<file path="src/rtl/arb_types.sv">
// Shared types and line-geometry constants for the I/D cache line arbiter.
package arb_types;

  typedef enum logic [1:0] {
    IDLE = 2'd0,
    BUSY = 2'd1,
    DONE = 2'd2
  } arb_state_t;

  typedef enum logic {
    CL_I = 1'b0,
    CL_D = 1'b1
  } arb_client_t;

  localparam int LINE_W = 256;

  // Byte-offset bits within one line.
  function automatic int line_ofs(input int line_width);
    return $clog2(line_width / 8);
  endfunction

  localparam int LINE_OFS = line_ofs(LINE_W);

endpackage

</file>
<file path="src/rtl/arb_rr_pick.sv">
// Two-way round-robin pick: a lone requester wins, a tie goes to the client
// that was not granted last.
module arb_rr_pick
  import arb_types::*;
(
  input  logic        i_req,
  input  logic        d_req,
  input  arb_client_t last_grant,
  output logic        grant_valid,
  output arb_client_t grant_client
);

  always_comb begin
    grant_valid  = i_req | d_req;
    grant_client = CL_I;
    if (i_req && d_req) begin
      grant_client = (last_grant == CL_I) ? CL_D : CL_I;
    end else if (d_req) begin
      grant_client = CL_D;
    end
  end

endmodule

</file>
<file path="src/rtl/cache_line_arbiter.sv">
// Shares one physical_memory line port between the I-cache and D-cache,
// one whole-line transaction at a time with round-robin priority.
//
// state | meaning
// IDLE  | sampling client requests, grant on any request
// BUSY  | memory transaction outstanding, mem_* driven from request regs
// DONE  | one-cycle resp to the granted client, then back to IDLE
module cache_line_arbiter
  import arb_types::*;
#(
  parameter int ADDR_WIDTH = 32,
  parameter int LINE_WIDTH = LINE_W
) (
  input  logic                  clk,
  input  logic                  rst,
  input  logic                  i_read,
  input  logic                  i_write,
  input  logic [ADDR_WIDTH-1:0] i_address,
  input  logic [LINE_WIDTH-1:0] i_wdata,
  output logic                  i_resp,
  output logic [LINE_WIDTH-1:0] i_rdata,
  input  logic                  d_read,
  input  logic                  d_write,
  input  logic [ADDR_WIDTH-1:0] d_address,
  input  logic [LINE_WIDTH-1:0] d_wdata,
  output logic                  d_resp,
  output logic [LINE_WIDTH-1:0] d_rdata,
  output logic                  mem_read,
  output logic                  mem_write,
  output logic [ADDR_WIDTH-1:0] mem_address,
  output logic [LINE_WIDTH-1:0] mem_wdata,
  input  logic                  mem_resp,
  input  logic [LINE_WIDTH-1:0] mem_rdata
);

  localparam int OFS = line_ofs(LINE_WIDTH);
  localparam logic [ADDR_WIDTH-1:0] LINE_MASK = {{(ADDR_WIDTH-OFS){1'b1}}, {OFS{1'b0}}};

  arb_state_t  state_q, state_d;
  arb_client_t last_grant_q;
  logic        req_read_q, req_write_q;
  logic [ADDR_WIDTH-1:0] addr_q;
  logic [LINE_WIDTH-1:0] wdata_q;
  logic [LINE_WIDTH-1:0] line_q;

  logic        grant_valid;
  arb_client_t grant_client;

  logic                  sel_read, sel_write;
  logic [ADDR_WIDTH-1:0] sel_address;
  logic [LINE_WIDTH-1:0] sel_wdata;

  arb_rr_pick u_pick (
    .i_req        (i_read | i_write),
    .d_req        (d_read | d_write),
    .last_grant   (last_grant_q),
    .grant_valid  (grant_valid),
    .grant_client (grant_client)
  );

  always_comb begin
    sel_read    = i_read;
    sel_write   = i_write;
    sel_address = i_address;
    sel_wdata   = i_wdata;
    if (grant_client == CL_D) begin
      sel_read    = d_read;
      sel_write   = d_write;
      sel_address = d_address;
      sel_wdata   = d_wdata;
    end
  end

  always_ff @(posedge clk or posedge rst) begin
    if (rst) begin
      state_q      <= IDLE;
      last_grant_q <= CL_I;
      req_read_q   <= 1'b0;
      req_write_q  <= 1'b0;
      addr_q       <= '0;
      wdata_q      <= '0;
      line_q       <= '0;
    end else begin
      state_q <= state_d;
      if (state_q == IDLE && grant_valid) begin
        // A client raising read and write together is treated as a writeback.
        req_write_q  <= sel_write;
        req_read_q   <= sel_read & ~sel_write;
        addr_q       <= sel_address & LINE_MASK;
        wdata_q      <= sel_wdata;
        last_grant_q <= grant_client;
      end
      if (state_q == BUSY && mem_resp) begin
        line_q <= mem_rdata;
      end
    end
  end

  always_comb begin
    state_d   = state_q;
    mem_read  = 1'b0;
    mem_write = 1'b0;
    i_resp    = 1'b0;
    d_resp    = 1'b0;
    case (state_q)
      IDLE: begin
        if (grant_valid) state_d = BUSY;
      end
      BUSY: begin
        mem_read  = req_read_q;
        mem_write = req_write_q;
        if (mem_resp) state_d = DONE;
      end
      DONE: begin
        i_resp  = (last_grant_q == CL_I);
        d_resp  = (last_grant_q == CL_D);
        state_d = IDLE;
      end
      default: state_d = IDLE;
    endcase
  end

  assign mem_address = addr_q;
  assign mem_wdata   = wdata_q;
  assign i_rdata     = line_q;
  assign d_rdata     = line_q;

endmodule

</file>
<file path="config.mk">
export PLATFORM = sky130hd
export DESIGN_NAME = cache_line_arbiter
export DESIGN_NICKNAME = d
export VERILOG_FILES = /design/src/rtl/arb_types.sv /design/src/rtl/arb_rr_pick.sv /design/src/rtl/cache_line_arbiter.sv
export SDC_FILE = /design/constraint.sdc
export NUM_CORES = 1
export LEC_CHECK = 0
export ABC_AREA = 0
export BUFFER_PORTS_ARGS = -buffer_cell sky130_fd_sc_hd__buf_2
export CAP_MARGIN = 10
export CORE_AREA = 8 8 636 638
export DETAILED_ROUTE_END_ITERATION = 8
export DIE_AREA = 0 0 644 646
export GPL_ROUTABILITY_DRIVEN = 0
export PLACE_DENSITY = 0.3
export SETUP_SLACK_MARGIN = 0.05
export SKIP_LAST_GASP = 1
export SLEW_MARGIN = 20
export SYNTH_ARGS = -nofsm -noshare
export SYNTH_HDL_FRONTEND = slang
export SYNTH_SLANG_ARGS = --single-unit
</file>
<file path="constraint.sdc">
create_clock -name clk -period 15.66 [get_ports clk]
set_input_delay 1.566 -clock clk [delete_from_list [all_inputs] [get_ports clk]]
set_output_delay 1.566 -clock clk [all_outputs]
set_load 0.02 [all_outputs]
</file>
* Word-level counts from Yosys, hierarchy flattened
Index checks and enable logic that the tools add are counted.
** Word-level totals
- Register bits after elaboration :: 544
- Latch bits :: 0
- Memory bits (writable) :: 0
- Memory bits (read-only) :: 0
- Bits of input ports :: 839
- Output and inout port bits :: 804
- Word-level logic and storage cells :: 36
- Memories kept :: 0
** Operators by class
- Add/sub/neg operators :: 0
- Multipliers :: 0
- Divide/modulo/power cells :: 0
- Order comparisons :: 0
- Eq/ne operators :: 4
- Shift-type cells :: 0
- Muxes and demuxes :: 14
- Bitwise operators :: 6
- Reduce and logical (&&, ||, !) cells :: 5
** Operator list (number)
- $mux 256 :: 1
- $mux 32 :: 1
- $mux 1 :: 9
- $mux 2 :: 2
- $ne 2x2->1 const B :: 2
- $pmux 2 s2 :: 1
- $logic_and 1x1->1 :: 3
- $or 1x1->1 :: 3
- $eq 2x1->1 const B :: 1
- $eq 2x2->1 const B :: 1
- $logic_not 2->1 :: 1
- $not 1->1 :: 2
- $reduce_and 2->1 :: 1
- $and 1x1->1 :: 1

* Longest topological paths before layout
Gate-level depths: netlist of the first run.
- Depth after elaboration :: 6
- Mapped depth :: 6
- Depth with buffers taken out :: 3

* Hierarchy
Synthesis of the first run repeated with hierarchy kept, for this count alone.
** Second synthesis, totals
- Cells, all modules :: 2058
- Area, all modules :: 25762.2 um2
** Modules (own cells, without submodules)
- cache_line_arbiter :: instances 1, cells an instance 2056, area each 25748.4 um2, sequential area each 13613.1 um2
- arb_rr_pick :: instances 1, cells an instance 2, area each 13.8 um2, sequential area each 0.0 um2

* Worst setup path after synthesis of the first run
OpenSTA, ideal clock, no wires.
- Path type :: input to register
- Start point :: input d_read
- End point :: register wdata_q[10] (netlist: mem_wdata[10])
- Setup time :: 0.141 ns
- Arrival :: 2.690 ns
- Data required time :: 15.519 ns
- Setup slack :: 12.829 ns
- Cell stages on the path :: 6
- Path buffers :: 3
- Cell sequence :: or4_1 buf_2 buf_6 buf_2 a21oi_1 a31oi_1
** On the way
- Cells in the longest elaborated chain, start to end :: 4
- Elaborated cells between the ends (all ways) :: 7
- Those cells by class :: 3 x mux; 2 x bitwise; 2 x reduce/logical
** RTL lines
- start, declared :: line cache_line_arbiter.sv:22 : input logic d_read,
- $or 1x1->1 * :: line cache_line_arbiter.sv:55 : .d_req (d_read | d_write),
- $mux 1 / $logic_and 1x1->1 (equally long branches) :: line arb_rr_pick.sv:18, arb_rr_pick.sv:16
- $mux 1 :: line arb_rr_pick.sv:16 : if (i_req && d_req) begin
- $mux 256 :: line cache_line_arbiter.sv:66 : if (grant_client == CL_D) begin
- end signal, assigned :: line cache_line_arbiter.sv:90 : wdata_q <= sel_wdata;
- end, declared :: line cache_line_arbiter.sv:43 : logic [LINE_WIDTH-1:0] wdata_q;
Every way passes the cells marked *; elsewhere a longest branch is shown, timed or not.
A chain may end at the register's enable or synchronous reset.

* Final worst setup path of the first run
- Start point :: input mem_resp
- End point :: register line_q[233] (netlist: d_rdata[233])
** On the way
- Cells in the longest elaborated chain, start to end :: 1
** RTL lines
- start, declared :: line cache_line_arbiter.sv:32 : input logic mem_resp,
- $logic_and 1x1->1 :: line cache_line_arbiter.sv:93 : if (state_q == BUSY && mem_resp) begin
- end signal, assigned :: line cache_line_arbiter.sv:94 : line_q <= mem_rdata;
- end, declared :: line cache_line_arbiter.sv:44 : logic [LINE_WIDTH-1:0] line_q;
No other way between the ends.

==> results by group, run 1 <==
Clock network
  – Worst skew pair latency: 0.81 ns
  – Clk sink count: 544
  – Clock Tree Buf Depth: 4
  – H-tree depth: 3
  – Hold_buf cts: 0
  – Root Driver: clkbuf_16
  – Cts repair resizes: 0
  – Postcts setup bufs: 0
  – Number of buffers created by CTS: 84
  – CTS tree: built
  – Worst-path clk slew: 0.06 ns

Floorplan
  – Die height: 646 microns
  – Row count: 231
  – Total core area: 0.394 sq mm
  – Total die area: 0.416 sq mm
  – Horiz. Die Dim: 644 microns
  – IO Count: 1,643
  – Starting Density: 6.59%

Synth
  – FF+latch count, synth: 544
  – Cell area after synthesis: 0.0260 sq mm
  – Synth Flop Type: dfrtp_1
  – Number of flops mapped to enable cells by yosys: 0
  – Synth Instances: 2,471
  – FFs w/ async S/R, synth: 100%
  – Sequential area share after synthesis: 52.4%
  – Avg Synthesized Cell Area: 10.5 sq um
  – Warning count from the yosys run: 0
  – Yosys cell types: 30

Global route
  – Antenna violations before repair: 210
  – First-pass GRT wire length: 343 mm
  – Number of global-route vias before repair: 27,800
  – Gr usage total: 12.7%
  – Total grt overflow: 0
  – Largest net degree at the start of global routing: 143

Timing
  – Min cycle time layout: 4.55 ns
  – Least-Margin Pin Slew: 1.05 ns
  – Clk_skew: 0.0559 ns
  – Pins Over Slew Limit: 0
  – Final WS setup: 11.11 ns
  – RSZ-0062 raised after global routing: false
  – Fin Setup TNS: 0 ns
  – Max-slew headroom: 29.6%
  – Final Hold Vio Count: 0
  – Fmax: 220 MHz
  – Final Cycle Share: 29.1%
  – Final setup viols: 0

Final layout
  – Layout overhead on the synthesized area: 57.0%
  – Fin area: 0.0408 sq mm
  – Final core utilization: 10.3%
  – Share of cells above drive strength 1: 55.3%
  – Layout Nets: 4,559

Drt
  – Starting DRT DRC Count: 2,189
  – Final wirelength: 280 mm
  – # DRC: 0
  – Drt pass-1 iters: 5
  – Vias after detailed routing: 27,300
  – Average wire per standard cell: 30.7 microns
  – Post-DRT Antenna Nets: 0
  – Via-to-Cell Ratio: 3.00

Worst setup path
  – Slowest-stage cell, CP: buf_4
  – Reg2Reg Depth: 7
  – CP top delay family: buffers and inverters
  – Worst setup EP type: flip-flop
  – Most used cell along the critical path: buf_4
  – Critical Path Fanout Max: 109
  – Worst path required time: 16.28 ns
  – Worst setup SP type: primary input
  – Data arrival time of the critical path: 5.17 ns
  – Worst path cell trace: buf_2 > and2_4 > buf_4 > buf_4 > buf_12 > buf_4 > mux2_2
  – Setup CP Type: primary input to flip-flop
  – Buf/Inv on CP: 5
  – Critical path depth: 7
  – Worst path max stage delay: 0.81 ns

Place
  – # port buffers: 1,627
  – Detailed Place HPWL: 239 mm
  – Cell Area, Placed: 0.0379 sq mm
  – Pre-CTS setup slack: 10.44 ns

Hold path
  – Min-delay worst type: flip-flop to flip-flop
  – Worst Hold Depth: 1

Pwr
  – Part of the power in combinational logic: 55.2%
  – P_leak: 16.8 nW
  – Worst vdd ir: 0.0881 mV
  – Switch Pwr: 5.81 mW
  – PwrDens: 259 mW/mm^2
  – Part of the power in registers: 26.7%
  – Clock power share: 18.1%
  – Internal power: 4.77 mW
  – Switching Fraction: 54.9%

Flow run
  – Max Cap Viol: 0

Status
  – Status: complete, no violations
[per-stage QoR]
| step | power, mW | instances | hold WS, ns |
|---|---|---|---|
| floorplan | 5.83 | 2475 | 0.468 |
| global placement | 9.00 | 8875 | 0.505 |
| detailed placement | 9.01 | 8876 | 0.509 |
| CTS | 11.0 | 9020 | 0.522 |
| global route | 11.3 | 9074 | 0.540 |
| finish | 10.6 | 9105 | 0.515 |
[synthesized netlist by cell type (all sizes together) (2+ instances only)]
cell type | count | share of area [%]
nor2 | 4 | 0.058
inv | 2 | 0.029
clkbuf | 160 | 2.3
nand2 | 2 | 0.029
a31oi | 283 | 6.8
or2 | 2 | 0.048
a21o | 2 | 0.058
nand3 | 283 | 5.5
buf | 349 | 9.9
mux2 | 256 | 11
a21oi | 284 | 5.9
and2 | 3 | 0.072
o21ai | 286 | 5.5
dfrtp | 544 | 52
[worst paths after layout]
path	from	endpoint	slack (ns)
worst max-delay path	mem_resp	d_rdata[233]$_DFFE_PP0P_	11.11
worst min-delay path	d_rdata[84]$_DFFE_PP0P_	d_rdata[84]$_DFFE_PP0P_	0.52
worst max register to register	state_q[0]$_DFFE_PP0P_	d_rdata[233]$_DFFE_PP0P_	11.26
worst min register to register	d_rdata[84]$_DFFE_PP0P_	d_rdata[84]$_DFFE_PP0P_	0.52
max in group asynchronous	rst	mem_wdata[212]$_DFFE_PP0P_	11.49
min in group asynchronous	rst	d_rdata[181]$_DFFE_PP0P_	0.79
[per-layer routing]
metal | vias up | wire [microns] | GRT usage [%]
met5 | - | 379 | 0
met4 | 58 | 9240 | 3.62
met3 | 431 | 34600 | 6.88
met2 | 1519 | 144000 | 23.3
met1 | 13900 | 91100 | 12.3
li1 | 11400 | - | -
[state kept, by name, indices dropped and copies added (netlist names)]
name,count
d_rdata,256
mem_wdata,256
mem_address,27
state_q,2
last_grant_q,1
req_read_q,1
req_write_q,1
[placed cells by master (no fill, tap or decap), drive strengths merged]
master and n:
a21o 2, a21oi 284, a31oi 283, and2 3, and3b 1, buf 1668
bufinv 3, clkbuf 121, clkinv 13, clkinvlp 5, conb 5, dfrtp 544
diode 85, inv 4, mux2 256, nand2 2, nand2b 1, nand3 283
nor2 4, nor2b 1, nor3 1, nor3b 1, nor4 1, o21a 1
o21ai 286, o31a 1, o31ai 1, or2 2, or4 1
[area by class of cell]
| cell class | instances | area, sq um |
|---|---|---|
| clock buffer | 121 | 2420 |
| antenna | 85 | 213 |
| timing repair buffer | 1668 | 8510 |
| inverter | 2 | 11.3 |
| tap | 5242 | 6560 |
| clock inverter | 23 | 226 |
| sequential | 544 | 13600 |
| fill | 45900 | 353000 |
| multi-input combinational | 1420 | 9240 |
[kinds of logic after synthesis]
family                 count (synthesis)  share of synthesized area [%]
AO/OA/AOI/OAI                        858                           18.4
flip-flops                           544                           52.4
buffers and inverters                511                           12.3
AND/OR/NAND/NOR                      301                           5.84
multiplexers                         256                           11.1
other                                  1                         0.0144
[power groups by stage]
| stage | registers, mW | clock network (mW) | logic, mW |
|---|---|---|---|
| after global placement | 2.83 | 0 | 6.17 |
| after floorplan | 3.46 | 0 | 2.37 |
| final | 2.82 | 1.92 | 5.84 |
| after CTS | 2.85 | 2.02 | 6.16 |
| after global routing | 2.92 | 2.05 | 6.33 |
| after detailed placement | 2.86 | 0 | 6.15 |
No activity file was read; power rests on OpenSTA's default activity.
==> run 2: changes to the inputs <==
--- a/config.mk
+++ b/config.mk
@@ -8,9 +8,9 @@
 export ABC_AREA = 0
 export BUFFER_PORTS_ARGS = -buffer_cell sky130_fd_sc_hd__buf_2
 export CAP_MARGIN = 10
-export CORE_AREA = 8 8 636 638
+export CORE_AREA = 8 8 643 645
 export DETAILED_ROUTE_END_ITERATION = 8
-export DIE_AREA = 0 0 644 646
+export DIE_AREA = 0 0 651 653
 export GPL_ROUTABILITY_DRIVEN = 0
 export PLACE_DENSITY = 0.3
 export SETUP_SLACK_MARGIN = 0.05
==> constraint.sdc (replaced) <==
create_clock -name clk -period 4.35 [get_ports clk]
set_input_delay 0.435 -clock clk [delete_from_list [all_inputs] [get_ports clk]]
set_output_delay 0.435 -clock clk [all_outputs]
set_load 0.02 [all_outputs]
==> results by group, run 2 (synthesized netlist as in run 1, its figures left out) <==
Final layout
  – Seq. cell area: 0.0136 sq mm
  – Multi-input logic area: 0.00924 sq mm
  – Commonest non-fill, non-tap cell in the layout: buf_2
  – Final core utilization: 12.2%
  – Most frequent cells in the layout: 1,627 x buf_2, 817 x dlygate4sd3_1, 544 x dfrtp_1
  – Share of cells above drive strength 1: 45.9%
  – # fillers: 46,400
  – Layout Nets: 5,410
  – Layout overhead on the synthesized area: 90.3%

Pwr
  – P_leak: 20.4 nW
  – Design Power: 41.7 mW
  – PwrDens: 844 mW/mm^2
  – Worst vdd ir: 0.321 mV

Drt
  – Final wirelength: 278 mm
  – Via-to-Cell Ratio: 3.06
  – Post-DRT Antenna Nets: 0
  – Average wire per standard cell: 27.9 microns
  – Starting DRT DRC Count: 2,076
  – Vias after detailed routing: 30,500
  – # DRC: 0
  – Drt pass-1 iters: 5

Timing
  – Least-Margin Pin Slew: 0.937 ns
  – Final setup viols: 0
  – Final Hold Vio Count: 0
  – Clk_skew: 0.0718 ns
  – Max-slew headroom: 37.5%
  – RSZ-0062 raised after global routing: false
  – Min cycle time layout: 3.09 ns
  – Pins Over Slew Limit: 0
  – Final Cycle Share: 71.1%
  – Final WS setup: 1.26 ns
  – Fmax: 324 MHz

Global route
  – M2 GR Usage: 23.6%
  – First-pass GRT wire length: 352 mm
  – Total grt overflow: 0
  – Gr usage total: 12.4%
  – GRT Max-Usage Layer: met2
  – Met1 Use GR: 12.0%
  – Largest net degree at the start of global routing: 105
  – Antenna violations before repair: 103
  – Met3 usage: 5.52%
  – Number of global-route vias before repair: 32,500

Worst setup path
  – Crit path capture: mem_wdata[176]$_DFFE_PP0P_
  – Worst setup SP type: flip-flop
  – Crit. Startpoint: state_q[0]$_DFFE_PP0P_
  – R2r endpoint: mem_wdata[176]$_DFFE_PP0P_
  – Worst path required time: 5.01 ns
  – Flop-to-flop setup slack: 1.26 ns
  – Worst r2r src: state_q[0]$_DFFE_PP0P_
  – Data arrival time of the critical path: 3.75 ns
  – Reg2Reg Depth: 6
  – Worst setup EP type: flip-flop
  – Setup CP Type: flip-flop to flip-flop
  – Critical Path Fanout Max: 48

Floorplan
  – Starting Density: 6.44%
  – Die height: 653 microns
  – Row count: 234
  – Horiz. Die Dim: 651 microns
  – IO Count: 1,643
  – Total core area: 0.404 sq mm
  – Total die area: 0.425 sq mm

Clock network
  – Postcts setup bufs: 0
  – Number of buffers created by CTS: 81
  – Clk sink count: 544
  – Clock Tree Buf Depth: 4
  – Worst-path clk slew: 0.06 ns
  – Cts repair resizes: 0
  – Hold_buf cts: 817
  – Worst skew pair latency: 0.80 ns
  – Root Driver: clkbuf_16
  – H-tree depth: 3
  – CTS tree: built

Place
  – Detailed Place HPWL: 237 mm
  – Pre-CTS setup slack: 1.70 ns
  – # port buffers: 1,627

Flow run
  – Max Cap Viol: 0

Hold path
  – Worst Hold Depth: 3
  – Min-delay worst type: primary input to flip-flop

Status
  – Status: complete, no violations
-- run 2: cell count changes in the layout (fill, tap and decap cells not counted), moves of 3 or more --
cell,delta
clkbuf_16,-3
buf_12,+23
clkinvlp_4,-3
buf_4,+15
diode_2,-52
dlygate4sd3_1,+817
clkbuf_1,-3
-- run 2: stage by stage --
step	setup TNS (ns)	hold slack [ns]	area (sq um)	cells
after floorplan	-1895.80	0.468	26000	2475
after global placement	0	0.496	38600	8981
after detailed placement	0	0.517	38600	8981
after CTS	0	0.0105	49400	9937
after global routing	0	0.0343	49400	9954
final	0	0.0763	49500	9970
-- run 2: routing by layer --
metal  vias up  wire (microns)
met3       349           28700
met2      1514          148000
met4        24           10400
li1      13000               -
met1     15600           90200
met5         -             158
-- run 2: cell type report --
class | count | share of cell area [%]
Clock inverter | 22 | 0.541
Antenna cell | 33 | 0.167
Inverter | 2 | 0.0228
Clock buffer | 117 | 4.78
Sequential cell | 544 | 27.5
Timing Repair Buffer | 2522 | 34.8
Tap cell | 5310 | 13.4
Multi-Input combinational cell | 1420 | 18.7
-- run 2: worst min-delay path by stage --
| stage | startpoint | end | slack (ns) |
|---|---|---|---|
| 6_report | i_address[19] | mem_address[19]$_DFFE_PP0P_ | 0.08 |
| 5_1_grt | d_address[23] | mem_address[23]$_DFFE_PP0P_ | 0.03 |
| 4_1_cts | d_address[23] | mem_address[23]$_DFFE_PP0P_ | 0.01 |
| 3_5_place_dp | d_rdata[218]$_DFFE_PP0P_ | d_rdata[218]$_DFFE_PP0P_ | 0.52 |
| 3_3_place_gp | req_write_q$_DFFE_PP0P_ | req_write_q$_DFFE_PP0P_ | 0.50 |
| 2_1_floorplan | req_write_q$_DFFE_PP0P_ | req_write_q$_DFFE_PP0P_ | 0.47 |
-- run 2: report_power, final --
part,total [mW],internal [mW],switching (mW)
Clock,6.80,4.05,2.75
Combinational,24.8,8.21,16.6
Sequential,10.1,7.70,2.39
Total,41.7,20.0,21.8
-- run 2: critical path, stage by stage (launching register included) --
cell and delay (ns):
dfrtp_1 0.43, or2_2 0.37, nor2_4 0.52, buf_12 0.33
buf_4 0.42, a31oi_1 0.15, dlygate4sd3_1 0.60
